### src/rtl/norm_seq_divider.sv
// norm_seq_divider: sequential restoring radix-2 divider with leading-zero normalization.
// The divisor is pre-aligned to the dividend's MSB, so only the needed iterations run.
// Optional macro NORM_SEQ_DIVIDER_SIGNED_EN adds an is_signed input and a FIX state for
// two's complement operands (truncating division).
module norm_seq_divider #(
  parameter int unsigned N = 32
) (
  input  logic         clk,
  input  logic         rst,
  input  logic         in_valid,
  output logic         in_ready,
  input  logic [N-1:0] dividend,
  input  logic [N-1:0] divisor,
  output logic         out_valid,
  input  logic         out_ready,
  output logic [N-1:0] quotient,
  output logic [N-1:0] remainder,
  output logic         div_by_zero,
`ifdef NORM_SEQ_DIVIDER_SIGNED_EN
  input  logic         is_signed,
`endif
  output logic         busy
);

  localparam int unsigned CW = $clog2(N) + 1;

`ifdef NORM_SEQ_DIVIDER_SIGNED_EN
  typedef enum logic [2:0] {StIdle, StNorm, StIter, StFix, StDone} state_e;
`else
  typedef enum logic [2:0] {StIdle, StNorm, StIter, StDone} state_e;
`endif

  // Leading-zero count; returns N for a zero input.
  function automatic logic [CW-1:0] lzc(input logic [N-1:0] v);
    logic [CW-1:0] cnt;
    cnt = CW'(N);
    for (int i = 0; i < N; i++) begin
      if (v[i]) cnt = CW'(N - 1 - i);
    end
    return cnt;
  endfunction

  state_e        state_q, state_d;
  logic [N-1:0]  a_q, a_d;
  logic [N-1:0]  b_q, b_d;
  logic [N-1:0]  rem_q, rem_d;
  logic [N-1:0]  q_q, q_d;
  logic [N-1:0]  dsh_q, dsh_d;
  logic [CW-1:0] cnt_q, cnt_d;
  logic          dbz_q, dbz_d;
`ifdef NORM_SEQ_DIVIDER_SIGNED_EN
  logic          sgn_q, sgn_d;
  logic          negq_q, negq_d;
  logic          negr_q, negr_d;
`endif

  logic [N-1:0]  mag_a, mag_b;
  logic [CW-1:0] lzc_a, lzc_b, shamt;

  // Operand magnitudes and alignment shift, consumed in NORM.
  always_comb begin
    mag_a = a_q;
    mag_b = b_q;
`ifdef NORM_SEQ_DIVIDER_SIGNED_EN
    if (sgn_q && a_q[N-1]) mag_a = -a_q;
    if (sgn_q && b_q[N-1]) mag_b = -b_q;
`endif
    lzc_a = lzc(mag_a);
    lzc_b = lzc(mag_b);
    // Only meaningful when mag_a >= mag_b > 0, which guarantees lzc_b >= lzc_a.
    shamt = lzc_b - lzc_a;
  end

  // Next-state and datapath update.
  always_comb begin
    state_d = state_q;
    a_d     = a_q;
    b_d     = b_q;
    rem_d   = rem_q;
    q_d     = q_q;
    dsh_d   = dsh_q;
    cnt_d   = cnt_q;
    dbz_d   = dbz_q;
`ifdef NORM_SEQ_DIVIDER_SIGNED_EN
    sgn_d   = sgn_q;
    negq_d  = negq_q;
    negr_d  = negr_q;
`endif
    unique case (state_q)
      StIdle: begin
        if (in_valid) begin
          a_d     = dividend;
          b_d     = divisor;
`ifdef NORM_SEQ_DIVIDER_SIGNED_EN
          sgn_d   = is_signed;
`endif
          state_d = StNorm;
        end
      end
      StNorm: begin
        if (b_q == '0) begin
          q_d     = '1;
          rem_d   = a_q;
          dbz_d   = 1'b1;
          state_d = StDone;
        end else if (mag_a < mag_b) begin
          // Quotient truncates to zero; remainder is the dividend itself (sign included).
          q_d     = '0;
          rem_d   = a_q;
          dbz_d   = 1'b0;
          state_d = StDone;
        end else begin
          q_d     = '0;
          rem_d   = mag_a;
          dsh_d   = mag_b << shamt;
          cnt_d   = shamt + CW'(1);
          dbz_d   = 1'b0;
`ifdef NORM_SEQ_DIVIDER_SIGNED_EN
          negq_d  = sgn_q & (a_q[N-1] ^ b_q[N-1]);
          negr_d  = sgn_q & a_q[N-1];
`endif
          state_d = StIter;
        end
      end
      StIter: begin
        if (rem_q >= dsh_q) begin
          rem_d = rem_q - dsh_q;
          q_d   = {q_q[N-2:0], 1'b1};
        end else begin
          q_d   = {q_q[N-2:0], 1'b0};
        end
        dsh_d = dsh_q >> 1;
        cnt_d = cnt_q - CW'(1);
        if (cnt_q == CW'(1)) begin
`ifdef NORM_SEQ_DIVIDER_SIGNED_EN
          state_d = sgn_q ? StFix : StDone;
`else
          state_d = StDone;
`endif
        end
      end
`ifdef NORM_SEQ_DIVIDER_SIGNED_EN
      StFix: begin
        if (negq_q) q_d = -q_q;
        if (negr_q) rem_d = -rem_q;
        state_d = StDone;
      end
`endif
      StDone: begin
        if (out_ready) state_d = StIdle;
      end
      default: state_d = StIdle;
    endcase
  end

  // State and datapath registers; reset discards any in-flight operation.
  always_ff @(posedge clk or posedge rst) begin
    if (rst) begin
      state_q <= StIdle;
      a_q     <= '0;
      b_q     <= '0;
      rem_q   <= '0;
      q_q     <= '0;
      dsh_q   <= '0;
      cnt_q   <= '0;
      dbz_q   <= 1'b0;
`ifdef NORM_SEQ_DIVIDER_SIGNED_EN
      sgn_q   <= 1'b0;
      negq_q  <= 1'b0;
      negr_q  <= 1'b0;
`endif
    end else begin
      state_q <= state_d;
      a_q     <= a_d;
      b_q     <= b_d;
      rem_q   <= rem_d;
      q_q     <= q_d;
      dsh_q   <= dsh_d;
      cnt_q   <= cnt_d;
      dbz_q   <= dbz_d;
`ifdef NORM_SEQ_DIVIDER_SIGNED_EN
      sgn_q   <= sgn_d;
      negq_q  <= negq_d;
      negr_q  <= negr_d;
`endif
    end
  end

  assign in_ready    = (state_q == StIdle);
  assign out_valid   = (state_q == StDone);
`ifdef NORM_SEQ_DIVIDER_SIGNED_EN
  assign busy        = (state_q == StNorm) || (state_q == StIter) || (state_q == StFix);
`else
  assign busy        = (state_q == StNorm) || (state_q == StIter);
`endif
  assign quotient    = q_q;
  assign remainder   = rem_q;
  assign div_by_zero = dbz_q;

endmodule

### config.mk
export PLATFORM = sky130hd
export DESIGN_NAME = norm_seq_divider
export DESIGN_NICKNAME = d
export VERILOG_FILES = /design/src/rtl/norm_seq_divider.sv
export SDC_FILE = /design/constraint.sdc
export NUM_CORES = 1
export LEC_CHECK = 0
export BUFFER_PORTS_ARGS = -buffer_cell sky130_fd_sc_hd__buf_2
export CORE_AREA = 2 2 204 206
export DETAILED_ROUTE_END_ITERATION = 6
export DIE_AREA = 0 0 206 208
export PLACE_DENSITY_LB_ADDON = 0.05
export SETUP_SLACK_MARGIN = 0.1
export SLEW_MARGIN = 10
export SYNTH_ARGS = -nofsm -noshare
export SYNTH_HDL_FRONTEND = slang
export SYNTH_SLANG_ARGS = --single-unit
### constraint.sdc
create_clock -name clk -period 5.4 [get_ports clk]
set_input_delay 0.27 -clock clk [delete_from_list [all_inputs] [get_ports clk]]
set_output_delay 0.27 -clock clk [all_outputs]
set_load 0.005 [all_outputs]
# After elaboration in Yosys (flattened, before gate mapping)
# Index checks and enable logic that the tools add are counted.
[word_totals]
ff_bits = 170
word_cells = 115
inputBits = 68
out_inout_bits = 68
[classes]
magnitude_cmp = 2
n_reduce_logical = 8
eq_ne = 10
add_sub_neg = 4
muxes = 82
shifts = 1
[op_table]
columns = ["cell", "n"]
rows = [
  ["$mux 6", 66],
  ["$pmux 32 s2", 3],
  ["$mux 32", 4],
  ["$ge 32x32->1", 1],
  ["$logic_not 32->1", 1],
  ["$lt 32x32->1", 1],
  ["$shl 32x6->32", 1],
  ["$sub 32x32->32", 1],
  ["$pmux 3 s4", 1],
  ["$pmux 6 s2", 1],
  ["$ne 2x2->1 const B", 5],
  ["$mux 3", 3],
  ["$add 6x1->6 const B", 1],
  ["$eq 3x2->1 const B", 2],
  ["$eq 6x1->1 const B", 1],
  ["$reduce_and 3->1", 2],
  ["$sub 6x1->6 const B", 1],
  ["$sub 6x6->6", 1],
  ["$mux 1", 4],
  ["$reduce_and 2->1", 2],
  ["$eq 3x1->1 const B", 1],
  ["$logic_not 3->1", 1],
  ["$ne 2x1->1 const B", 1],
  ["$reduce_bool 2->1", 1],
  ["$logic_or 1x1->1", 1],
]

# Longest topological paths before layout
# Gate-level depths: netlist of the first run.
[logic_depth]
ltp_word = 37
mapped_depth = 22
depth_no_buf = 20

# Least setup slack after synthesis of the first run
# No wires, ideal clock.
[synth_path]
kind = "reg2reg"
from = "register b_q[0]"
to = "register dsh_q[26]"
setup_time_ns = 0.127
slack_ns = 0.931
required_ns = 5.273
stages_incl_launch_ff = 19
synth_period_minus_slack_ns = 4.469
path_buffers = 2
arrival_ns = 4.342
cell_sequence = "dfrtp_1 > nor2_1 > o311ai_0 > a311oi_1 > o311ai_0 > a311oi_1 > o311ai_0 > a311oi_1 > nor3_1 > o31ai_1 > fa_1 > clkbuf_1 > buf_1 > mux4_2 > mux4_2 > mux2i_1 > nor3_1 > a211oi_1 > a21oi_1"
[synth_between]
elab_chain_len = 37
elab_cells_between_ends = 42
cone_classes = "1 x add/sub; 1 x order compare; 2 x eq/ne; 1 x shift; 35 x mux; 2 x reduce/logical"
[synth_rtl]
columns = ["element", "line", "text"]
rows = [
  ["start, declared", "45", "logic [N-1:0] b_q, b_d;"],
  ["start signal, assigned", "161", "b_q <= '0;"],
  ["start signal, assigned", "175", "b_q <= b_d;"],
  ["$mux 6 (32 in series)", "38", "if (v[i]) cnt = CW'(N - 1 - i);"],
  ["$sub 6x6->6", "71", "shamt = lzc_b - lzc_a;"],
  ["$shl 32x6->32", "115", "dsh_d = mag_b << shamt;"],
  ["$mux 32", "106", "end else if (mag_a < mag_b) begin"],
  ["$mux 32", "101", "if (b_q == '0) begin"],
  ["$pmux 32 s2", "89", "unique case (state_q)"],
  ["end signal, assigned", "178", "dsh_q <= dsh_d;"],
  ["end, declared", "48", "logic [N-1:0] dsh_q, dsh_d;"],
]
# Several ways; a longest one is shown, not always the timed one. The select of a mux whose other input is x is not followed.
# A chain may end at the register's enable or synchronous reset.

# Worst setup path after layout of the first run
[layout_path]
from = "register b_q[0]"
to = "register dsh_q[23]"
# The elaborated chain is that of the path after synthesis.

==> out/results.txt, run 1 <==
Outcome = completed
TritonRoute pass-1 iters = 5
# H-tree levels = 4
Synthesized area per cell = 9.33 sq um
Die Y-Extent = 208 um
Synthesized area = 12000 sq um
Fmax = 0.201 GHz
Worst R2R End = dsh_q[23]
WS Path Type = reg2reg
Synth Instances = 1291
Top-area cell type share of the netlist area = 35.1%
Detailed-placement wirelength estimate = 32300 um
Final Max Tran Viols = 0
TritonCTS buffer count = 17
Top post-synthesis cells by count = dfrtp_1 (169), a21oi_1 (152), nand2_1 (108)
Clk buf depth = 2
Port buffer count = 135
CTS tree = done
Cell accounting for the most synthesized area = dfrtp_1
Tcrit/Tclk final = 92.3%
Max cap viols = 0
Flop-to-flop setup slack = 0.42 ns
Filler cell count = 4247
Root buf cell = clkbuf_16
CP arrival = 5.33 ns
Area delta synth->final = 16.6%
Design Area, Final = 14000 sq um
Largest net degree at the start of global routing = 102
DRC = 0
Synthesized net count = 1437
Synth Register Bits = 169
Initial antenna violation count = 0
Grt ovf = 0
First-pass GRT wire length = 63600 um
Vias = 10200
Final net count = 1557
Max FO, Critical Path = 36
Worst Reg-to-Reg Cells = 18
Worst slew pin tran = 0.870 ns
Clk sinks = 169
Total track usage = 19.9%
Final wirelength = 41800 um
Hold Crit Depth = 2
Clock period minus worst slack = 4.98 ns
Clk_skew = 0.0136 ns
Type of the most critical hold path = in2reg
CP Launch Point = b_q[0]
Die area = 42800 sq um
Async SR Flop Fraction = 100%
Layout cell share with drive strength beyond 1 = 23.3%
GPL Wtd Cong = 0.839
Initial Util = 29.7%
Unrepaired setup endpoints after global routing = no
Core area = 40600 sq um
Final antenna-violating net count = 0
Register Area = 4230 sq um
Yosys warns = 0
Critical Path RT = 5.75 ns
Reg2reg start = b_q[0]
Fin Setup TNS = 0 ns
Mean number of vias per cell = 5.23
Synth top area cells = dfrtp_1 (35%), ha_1 (7.9%), mux2_2 (7.8%)
Multi-input gate area = 7250 sq um
Detailed Route Iter0 Violations = 655
IO Count = 136
Leading cell type by number of instances after synthesis = dfrtp_1
DR WL/cell = 21.4 um
Register area share after synthesis = 35.1%
Vias in the first global route = 10100
Min-Delay Endpoint = b_q[16]
Critical Path Sink Type = register
CP startpoint kind = register
Die width = 206 um
Worst hold start = divisor[16]
Headroom to the max-slew limit = 42.0%
Clk slew on worst S/H paths = 0.08 ns
Final Hold Vio Count = 0
Final setup viols = 0
Placed Instance Area = 13400 sq um
Post-synthesis cell type count = 70
Post-synth EDFFs = 0
Main flop type after synthesis = dfrtp_1
Clock latency on the worst-skew pair = 0.47 ns
Core Rows = 74
## metrics by stage
| step | cells | hold slack (ns) | utilization (%) | setup WS [ns] |
|---|---|---|---|---|
| 2_1_floorplan | 1291 | 0.421 | - | 0.555 |
| 3_3_place_gp | 1921 | 0.418 | 33.1 | 0.364 |
| 3_5_place_dp | 1921 | 0.413 | 33.1 | 0.393 |
| 4_1_cts | 1956 | 0.000222 | 34.6 | 0.361 |
| 5_1_grt | 1956 | 0.0130 | 34.6 | 0.103 |
| 6_report | 1957 | 0.0296 | 34.6 | 0.416 |
## worst max-delay path by stage
stage,cells past startpoint,to,slack [ns]
final,18,dsh_q[23],0.42
after global routing,19,dsh_q[26],0.10
after CTS,19,dsh_q[1],0.36
after detailed placement,19,dsh_q[1],0.39
after global placement,19,dsh_q[1],0.36
after floorplan,1,a_q[0],0.55
## flip-flops by register name (all words and copies together) (netlist names)
name / flops
quotient: 32
div_by_zero: 1
cnt_q: 6
state_q: 2
a_q: 32
dsh_q: 32
b_q: 32
remainder: 32
## critical path, cell delays in order (launching register included)
cell and delay, ns:
dfrtp_1 0.48, nor2_1 0.12, o311ai_0 0.34, a311oi_1 0.14
o311ai_0 0.31, a311oi_1 0.14, o311ai_0 0.30, a311oi_1 0.16
nor3_1 0.23, o31ai_1 0.13, fa_1 0.56, buf_4 0.39
mux2i_1 0.29, a21oi_1 0.15, mux2i_1 0.25, nor2_1 0.12
a21oi_1 0.37, o31ai_1 0.10, mux2_2 0.29
## placed cells by master, fill, tap and decap left out, types with 4 or more instances in the layout
cell / synthesis / layout
dfrtp_1: 169 / 169
a21oi_1: 152 / 152
buf_2: 10 / 135
nand2_1: 108 / 107
nor2_1: 92 / 91
inv_1: 88 / 87
mux2_2: 83 / 83
ha_1: 76 / 73
o21ai_0: 66 / 65
mux2i_1: 38 / 38
mux4_2: 31 / 31
buf_4: 3 / 30
a211oi_1: 24 / 24
xnor2_1: 25 / 23
nor3_1: 19 / 19
a221oi_1: 18 / 18
and3_1: 17 / 17
clkbuf_16: 0 / 17
o31ai_1: 16 / 16
a31oi_1: 16 / 16
nor2b_1: 14 / 14
a21o_1: 14 / 14
nand3_1: 13 / 13
nor4_1: 11 / 11
nand4_1: 10 / 10
and2_1: 9 / 9
xor2_1: 10 / 9
o21ai_1: 8 / 9
o31a_1: 8 / 8
o21a_1: 7 / 7
nand2b_1: 7 / 7
o21bai_1: 6 / 6
inv_6: 0 / 6
a221o_1: 4 / 4
a2111oi_0: 4 / 4
a311oi_1: 4 / 4
## layout make-up
class	instances	share of cell area [%]
Timing Repair Buffer	170	6.91
Inverter	89	2.41
Sequential cell	169	30.1
Tap cell	532	4.74
Antenna cell	1	0.0178
Clock buffer	18	3.06
Clock inverter	14	1.13
Multi-Input combinational cell	964	51.6
## cell families (layout without fill, tap and decap cells)
group	Yosys count	count (layout)	synth area share (%)
compound gates	379	379	19.6
simple gates	319	319	12.3
flops	169	169	35.1
buf+inv	158	291	5.26
mux	152	152	16.7
fa+ha+maj	78	78	8.23
xor+xnor	36	36	2.77
other cells	0	1	0
## repair_timing
item / CTS / global route
hold buffers: 3 / 0
setup buffers: 0 / 0
endpoints found under the setup margin: 0 / 17
endpoints found under the hold margin: 70 / 0
resized for setup: 0 / 2
## per-layer routing
metal	wire length (um)	GRT usage, %
met5	0	0
met1	20000	28.0
met2	19600	31.8
met4	629	5.34
met3	1600	2.84
Power of run 1 is not shown: default switching activity piles up to over one toggle a cycle in this logic, so the estimate is an artifact.
==> inputs of run 2 (changes only) <==
--- a/config.mk
+++ b/config.mk
@@ -5,7 +5,10 @@
 export SDC_FILE = /design/constraint.sdc
 export NUM_CORES = 1
 export LEC_CHECK = 0
+export ABC_CLOCK_PERIOD_IN_PS = 5400
 export BUFFER_PORTS_ARGS = -buffer_cell sky130_fd_sc_hd__buf_2
+export CELL_PAD_IN_SITES_DETAIL_PLACEMENT = 1
+export CELL_PAD_IN_SITES_GLOBAL_PLACEMENT = 1
 export CORE_AREA = 2 2 204 206
 export DETAILED_ROUTE_END_ITERATION = 6
 export DIE_AREA = 0 0 206 208
==> run 2 against run 1 <==
Net effect: global-route usage grew 1.6 points; clock skew grew 0.0013 ns; routed wire length grew 6.7%; sequential cell count is the same; count of clock-buffer cells in the layout grew 2.
==> out/results.txt, run 2 (synthesis gave the netlist of run 1 again) <==
Outcome = completed (unchanged)
Die area = 42800 sq um (unchanged)
Levels on crit path = 17 (was 18)
Design Area, Final = 14600 sq um (was 14000 sq um)
WS Path Type = reg2reg (unchanged)
Largest net degree at the start of global routing = 98 (was 102)
Clock period minus worst slack = 4.87 ns (was 4.98 ns)
Final net count = 1612 (was 1557)
CP arrival = 5.26 ns (was 5.33 ns)
Worst hold start = divisor[17] (was divisor[16])
WP buf/inv = 1 (unchanged)
Type of the most critical hold path = in2reg (unchanged)
Clk buf depth = 2 (unchanged)
Reg2reg start = b_q[0] (unchanged)
Grt ovf = 0 (unchanged)
Tcrit/Tclk final = 90.2% (was 92.3%)
CP Cell Sequence = nor2_1 -> o311ai_0 -> a311oi_1 -> o311ai_0 -> a311oi_1 -> o311ai_0 -> a311oi_1 -> nor3_1 -> o31ai_1 -> fa_2 -> buf_4 -> mux4_2 -> mux2i_1 -> a211oi_1 -> a21oi_1 -> o31ai_1 -> mux2_2 (was nor2_1 -> o311ai_0 -> a311oi_1 -> o311ai_0 -> a311oi_1 -> o311ai_0 -> a311oi_1 -> nor3_1 -> o31ai_1 -> fa_1 -> buf_4 -> mux2i_1 -> a21oi_1 -> mux2i_1 -> nor2_1 -> a21oi_1 -> o31ai_1 -> mux2_2)
Total track usage = 21.5% (was 19.9%)
Clk_skew = 0.0149 ns (was 0.0136 ns)
CTS tree = done (unchanged)
CP startpoint kind = register (unchanged)
IO Count = 136 (unchanged)
Area delta synth->final = 21.3% (was 16.6%)
Final Hold Vio Count = 0 (unchanged)
# H-tree levels = 4 (unchanged)
GPL Wtd Cong = 0.839 (about the same)
Max incr delay on CP = 0.73 ns (was 0.56 ns)
Detailed-placement wirelength estimate = 34100 um (was 32300 um)
Mean number of vias per cell = 5.33 (was 5.23)
Final wirelength = 44600 um (was 41800 um)
Fin Setup TNS = 0 ns (unchanged)
Clock latency on the worst-skew pair = 0.50 ns (was 0.47 ns)
Clk sinks = 169 (unchanged)
Worst R2R End = dsh_q[20] (was dsh_q[23])
Final setup viols = 0 (unchanged)
Root buf cell = clkbuf_16 (unchanged)
Detailed Route Iter0 Violations = 641 (was 655)
Largest delay share family, worst path = compound AO/OA/AOI/OAI gates (unchanged)
Filler cell count = 4717 (was 4247)
Max cap viols = 0 (unchanged)
Worst slew pin tran = 0.771 ns (was 0.870 ns)
Crit path to = dsh_q[20] (was dsh_q[23])
Core area = 40600 sq um (unchanged)
Final antenna-violating net count = 0 (unchanged)
Clk slew on worst S/H paths = 0.08 ns (about the same)
Die Y-Extent = 208 um (unchanged)
Placed Instance Area = 13400 sq um (about the same)
Port buffer count = 135 (unchanged)
Fmax = 0.205 GHz (was 0.201 GHz)
First-pass GRT wire length = 69000 um (was 63600 um)
Layout cell share with drive strength beyond 1 = 22.4% (was 23.3%)
Initial antenna violation count = 2 (was 0)
Core Rows = 74 (unchanged)
CP Launch Point = b_q[0] (unchanged)
Antenna cells = 0 (was 1)
Initial Util = 29.7% (unchanged)
Max FO, Critical Path = 10 (was 36)
Slowest CP cell = fa_2 (was fa_1)
Vias = 10700 (was 10200)
DRC = 0 (unchanged)
Headroom to the max-slew limit = 48.6% (was 42.0%)
TritonCTS buffer count = 17 (unchanged)
Final Max Tran Viols = 0 (unchanged)
Critical Path Sink Type = register (unchanged)
Worst Reg-to-Reg Cells = 17 (was 18)
Vias in the first global route = 11000 (was 10100)
Most common cell after layout, fill and taps aside = dfrtp_1 (unchanged)
DR WL/cell = 22.2 um (was 21.4 um)
TritonRoute pass-1 iters = 5 (unchanged)
Flop-to-flop setup slack = 0.53 ns (was 0.42 ns)
Most frequent cells in the layout = dfrtp_1 (169), a21oi_1 (152), buf_2 (135), nand2_1 (107), nor2_1 (91) (unchanged)
Unrepaired setup endpoints after global routing = no (unchanged)
Die width = 206 um (unchanged)
Critical Path RT = 5.78 ns (was 5.75 ns)
-- run 2: changes by cell type in the layout (fill, tap and decap cells not counted), sizes merged --
cell         before  now
bufinv            2    1
diode             1    0
clkinvlp          1    2
clkbuf           18   20
buf             167  164
dlygate4sd3       3   61
clkinv            6    4
-- run 2: per-stage QoR --
stage	util [%]	std cells	hold WS (ns)	setup slack, ns
after floorplan	-	1291	0.421	0.555
after global placement	33.0	1917	0.435	0.412
after detailed placement	33.0	1917	0.441	0.400
after CTS	36.0	2010	0.000608	0.372
after global routing	36.0	2011	0.0150	0.110
final	36.0	2011	0.0412	0.527
-- run 2: area by class of cell --
type	count	area (sq um)	share of cell area, %
Inverter	89	339	2.32
Sequential cell	169	4230	29.0
Clock buffer	20	467	3.20
Tap cell	532	666	4.56
Multi-Input combinational cell	964	7250	49.6
Timing Repair Buffer	225	1530	10.5
Clock inverter	12	126	0.865
-- run 2: timing repair --
action / in CTS / in global routing
setup buffers: 0 / 1
endpoints found under the hold margin: 132 / 0
resized for setup: 0 / 2
hold buffers: 61 / 0
setup endpoints to repair: 0 / 26
-- run 2: metal layers --
layer	vias up	part of all wire (%)	GRT usage, %
li1	5102	-	-
met1	5346	47	29.1
met2	216	47	34.3
met3	61	3.6	4.28
met4	2	2.5	6.95
met5	-	0.040	0
-- run 2: worst min path at each step --
| stage | slack (ns) | cells after the start | endpoint |
|---|---|---|---|
| 2_1_floorplan | 0.42 | 1 | a_q[0] |
| 3_3_place_gp | 0.43 | 2 | b_q[31] |
| 3_5_place_dp | 0.44 | 2 | b_q[31] |
| 4_1_cts | 0.0006 | 2 | a_q[0] |
| 5_1_grt | 0.01 | 2 | b_q[17] |
| 6_report | 0.04 | 2 | b_q[17] |
Power of run 2 is left out for the same reason.
==> inputs of run 3 (changes only) <==
--- a/config.mk
+++ b/config.mk
@@ -9,9 +9,9 @@
 export BUFFER_PORTS_ARGS = -buffer_cell sky130_fd_sc_hd__buf_2
 export CELL_PAD_IN_SITES_DETAIL_PLACEMENT = 1
 export CELL_PAD_IN_SITES_GLOBAL_PLACEMENT = 1
-export CORE_AREA = 2 2 204 206
+export CORE_AREA = 2 2 165 167
 export DETAILED_ROUTE_END_ITERATION = 6
-export DIE_AREA = 0 0 206 208
+export DIE_AREA = 0 0 167 169
 export PLACE_DENSITY_LB_ADDON = 0.05
 export SETUP_SLACK_MARGIN = 0.1
 export SLEW_MARGIN = 10
==> run 3 against run 2 <==
Net effect: sequential share of layout area up 1.8 points; via count decreased by 1.2%; final area down 5.9%; routed wire length decreased by 14%; critical path depth increased by 3; setup slack gained 0.16 ns; register-to-register slack improved by 0.16 ns; critical path type unchanged; first-iteration DRC count up 14%; sequential cell count unchanged; global-route usage up 5.9 points; die area down 34%; utilization rose by 16 points.
==> out/results.txt, run 3 (synthesis gave the netlist of run 1 again) <==
Outcome = completed (unchanged)
Clk buf depth = 2 (unchanged)
Clock latency on the worst-skew pair = 0.45 ns (was 0.50 ns)
Final Max Tran Viols = 0 (unchanged)
Max FO, Critical Path = 18 (was 10)
Final wirelength = 38200 um (was 44600 um)
TritonCTS buffer count = 17 (unchanged)
TritonRoute pass-1 iters = 7 (was 5)
Port buffer count = 135 (unchanged)
Antenna cells = 0 (unchanged)
Met2 usage = 45.4% (was 34.3%)
WS Path Type = reg2reg (unchanged)
Core Rows = 60 (was 74)
Mean number of vias per cell = 6.04 (was 5.33)
Most common cell after layout, fill and taps aside = dfrtp_1 (unchanged)
First-pass GRT wire length = 60800 um (was 69000 um)
Die area = 28200 sq um (was 42800 sq um)
Type of the most critical hold path = in2reg (unchanged)
Grt ovf = 0 (unchanged)
Root buf cell = clkbuf_16 (unchanged)
Tcrit/Tclk final = 87.2% (was 90.2%)
GR Layer Usage met3 = 2.90% (was 4.28%)
Met1 Usage GRT = 38.1% (was 29.1%)
Layout cell share with drive strength beyond 1 = 23.0% (was 22.4%)
GPL Wtd Cong = 0.896 (was 0.839)
Largest net degree at the start of global routing = 170 (was 98)
Headroom to the max-slew limit = 37.7% (was 48.6%)
Initial Util = 45.5% (was 29.7%)
Critical Path RT = 5.73 ns (was 5.78 ns)
Final net count = 1546 (was 1612)
Clock period minus worst slack = 4.71 ns (was 4.87 ns)
Fmax = 0.212 GHz (was 0.205 GHz)
Clk sinks = 169 (unchanged)
Vias in the first global route = 10700 (was 11000)
CP startpoint kind = register (unchanged)
Clk slew on worst S/H paths = 0.08 ns (about the same)
IO Count = 136 (unchanged)
Area delta synth->final = 14.1% (was 21.3%)
Final antenna-violating net count = 0 (unchanged)
Critical Path Sink Type = register (unchanged)
Max cap viols = 0 (unchanged)
Detailed-placement wirelength estimate = 28500 um (was 34100 um)
Unrepaired setup endpoints after global routing = no (unchanged)
Filler cell count = 3106 (was 4717)
Total track usage = 27.4% (was 21.5%)
# H-tree levels = 4 (unchanged)
Clk_skew = 0.0177 ns (was 0.0149 ns)
Most frequent cells in the layout = dfrtp_1 (169), a21oi_1 (151), buf_2 (135), nand2_1 (107), nor2_1 (91) (was dfrtp_1 (169), a21oi_1 (152), buf_2 (135), nand2_1 (107), nor2_1 (91))
CP arrival = 5.04 ns (was 5.26 ns)
DRC = 0 (unchanged)
Final setup viols = 0 (unchanged)
Top Usage Layer GRT = met2 (unchanged)
Die Y-Extent = 169 um (was 208 um)
Worst slew pin tran = 0.935 ns (was 0.771 ns)
CTS tree = done (unchanged)
Detailed Route Iter0 Violations = 728 (was 641)
CTS Hold Buffers Added = 0 (was 61)
Vias = 10600 (was 10700)
Fin Setup TNS = 0 ns (unchanged)
Initial antenna violation count = 1 (was 2)
Die width = 167 um (was 206 um)
Final Hold Vio Count = 0 (unchanged)
DR WL/cell = 21.8 um (was 22.2 um)
Core area = 26500 sq um (was 40600 sq um)
==> run 3: metrics by stage <==
step | hold slack, ns | std cells | setup slack, ns | utilization, % | area (sq um)
after floorplan | 0.421 | 1291 | 0.555 | - | 12000
after global placement | 0.489 | 1720 | 0.437 | 49.5 | 13100
after detailed placement | 0.496 | 1720 | 0.359 | 49.5 | 13100
after CTS | 0.0375 | 1752 | 0.342 | 51.8 | 13700
after global routing | 0.0422 | 1754 | 0.172 | 51.9 | 13700
final | 0.0446 | 1754 | 0.689 | 51.9 | 13700
==> run 3: worst max-delay path, stage by stage (launching register included) <==
cell	delay, ns
dfrtp_1	0.47
nor2_1	0.21
o311ai_0	0.15
a311oi_1	0.27
o311ai_0	0.13
a311oi_1	0.29
o311ai_1	0.11
a311oi_1	0.28
nor3_1	0.09
o31a_1	0.26
ha_1	0.28
nor2b_1	0.12
o21ai_0	0.17
nand2b_1	0.17
a21o_1	0.24
a21oi_2	0.24
xnor2_4	0.30
nor3_4	0.14
buf_4	0.18
a32o_1	0.24
mux2_2	0.25
==> run 3: layer usage <==
layer  share of wire, %  up-vias
li1                   -     4959
met1                 46     5343
met2                 48      252
met3                4.3       46
met4                2.2        0
met5                  0        -
==> run 3: worst paths after layout <==
path / from / to / slack, ns / depth (start not counted)
worst min register to register: div_by_zero / div_by_zero / 0.52 / 1
max in group asynchronous: rst / remainder[7] / 4.64 / 3
worst max-delay path: b_q[1] / dsh_q[0] / 0.69 / 20
worst min-delay path: divisor[14] / b_q[14] / 0.04 / 2
worst max register to register: b_q[1] / dsh_q[0] / 0.69 / 20
min in group asynchronous: rst / b_q[9] / 0.05 / 3
==> run 3: area by class of cell <==
class                   count  area [sq um]  area share [%]
repair buffers            159           897            6.53
well taps                 341           427            3.10
multi-input cells         964          7250            52.7
flip-flops and latches    169          4230            30.8
clock buffers              17           425            3.10
clock inverters            15           176            1.28
inverters                  89           339            2.47
==> run 3: what timing repair did <==
item	4_1_cts	5_1_grt
resized for setup	0	5
endpoints found under the setup margin	0	19
setup buffers	0	2
Power of run 3 is left out for the same reason.
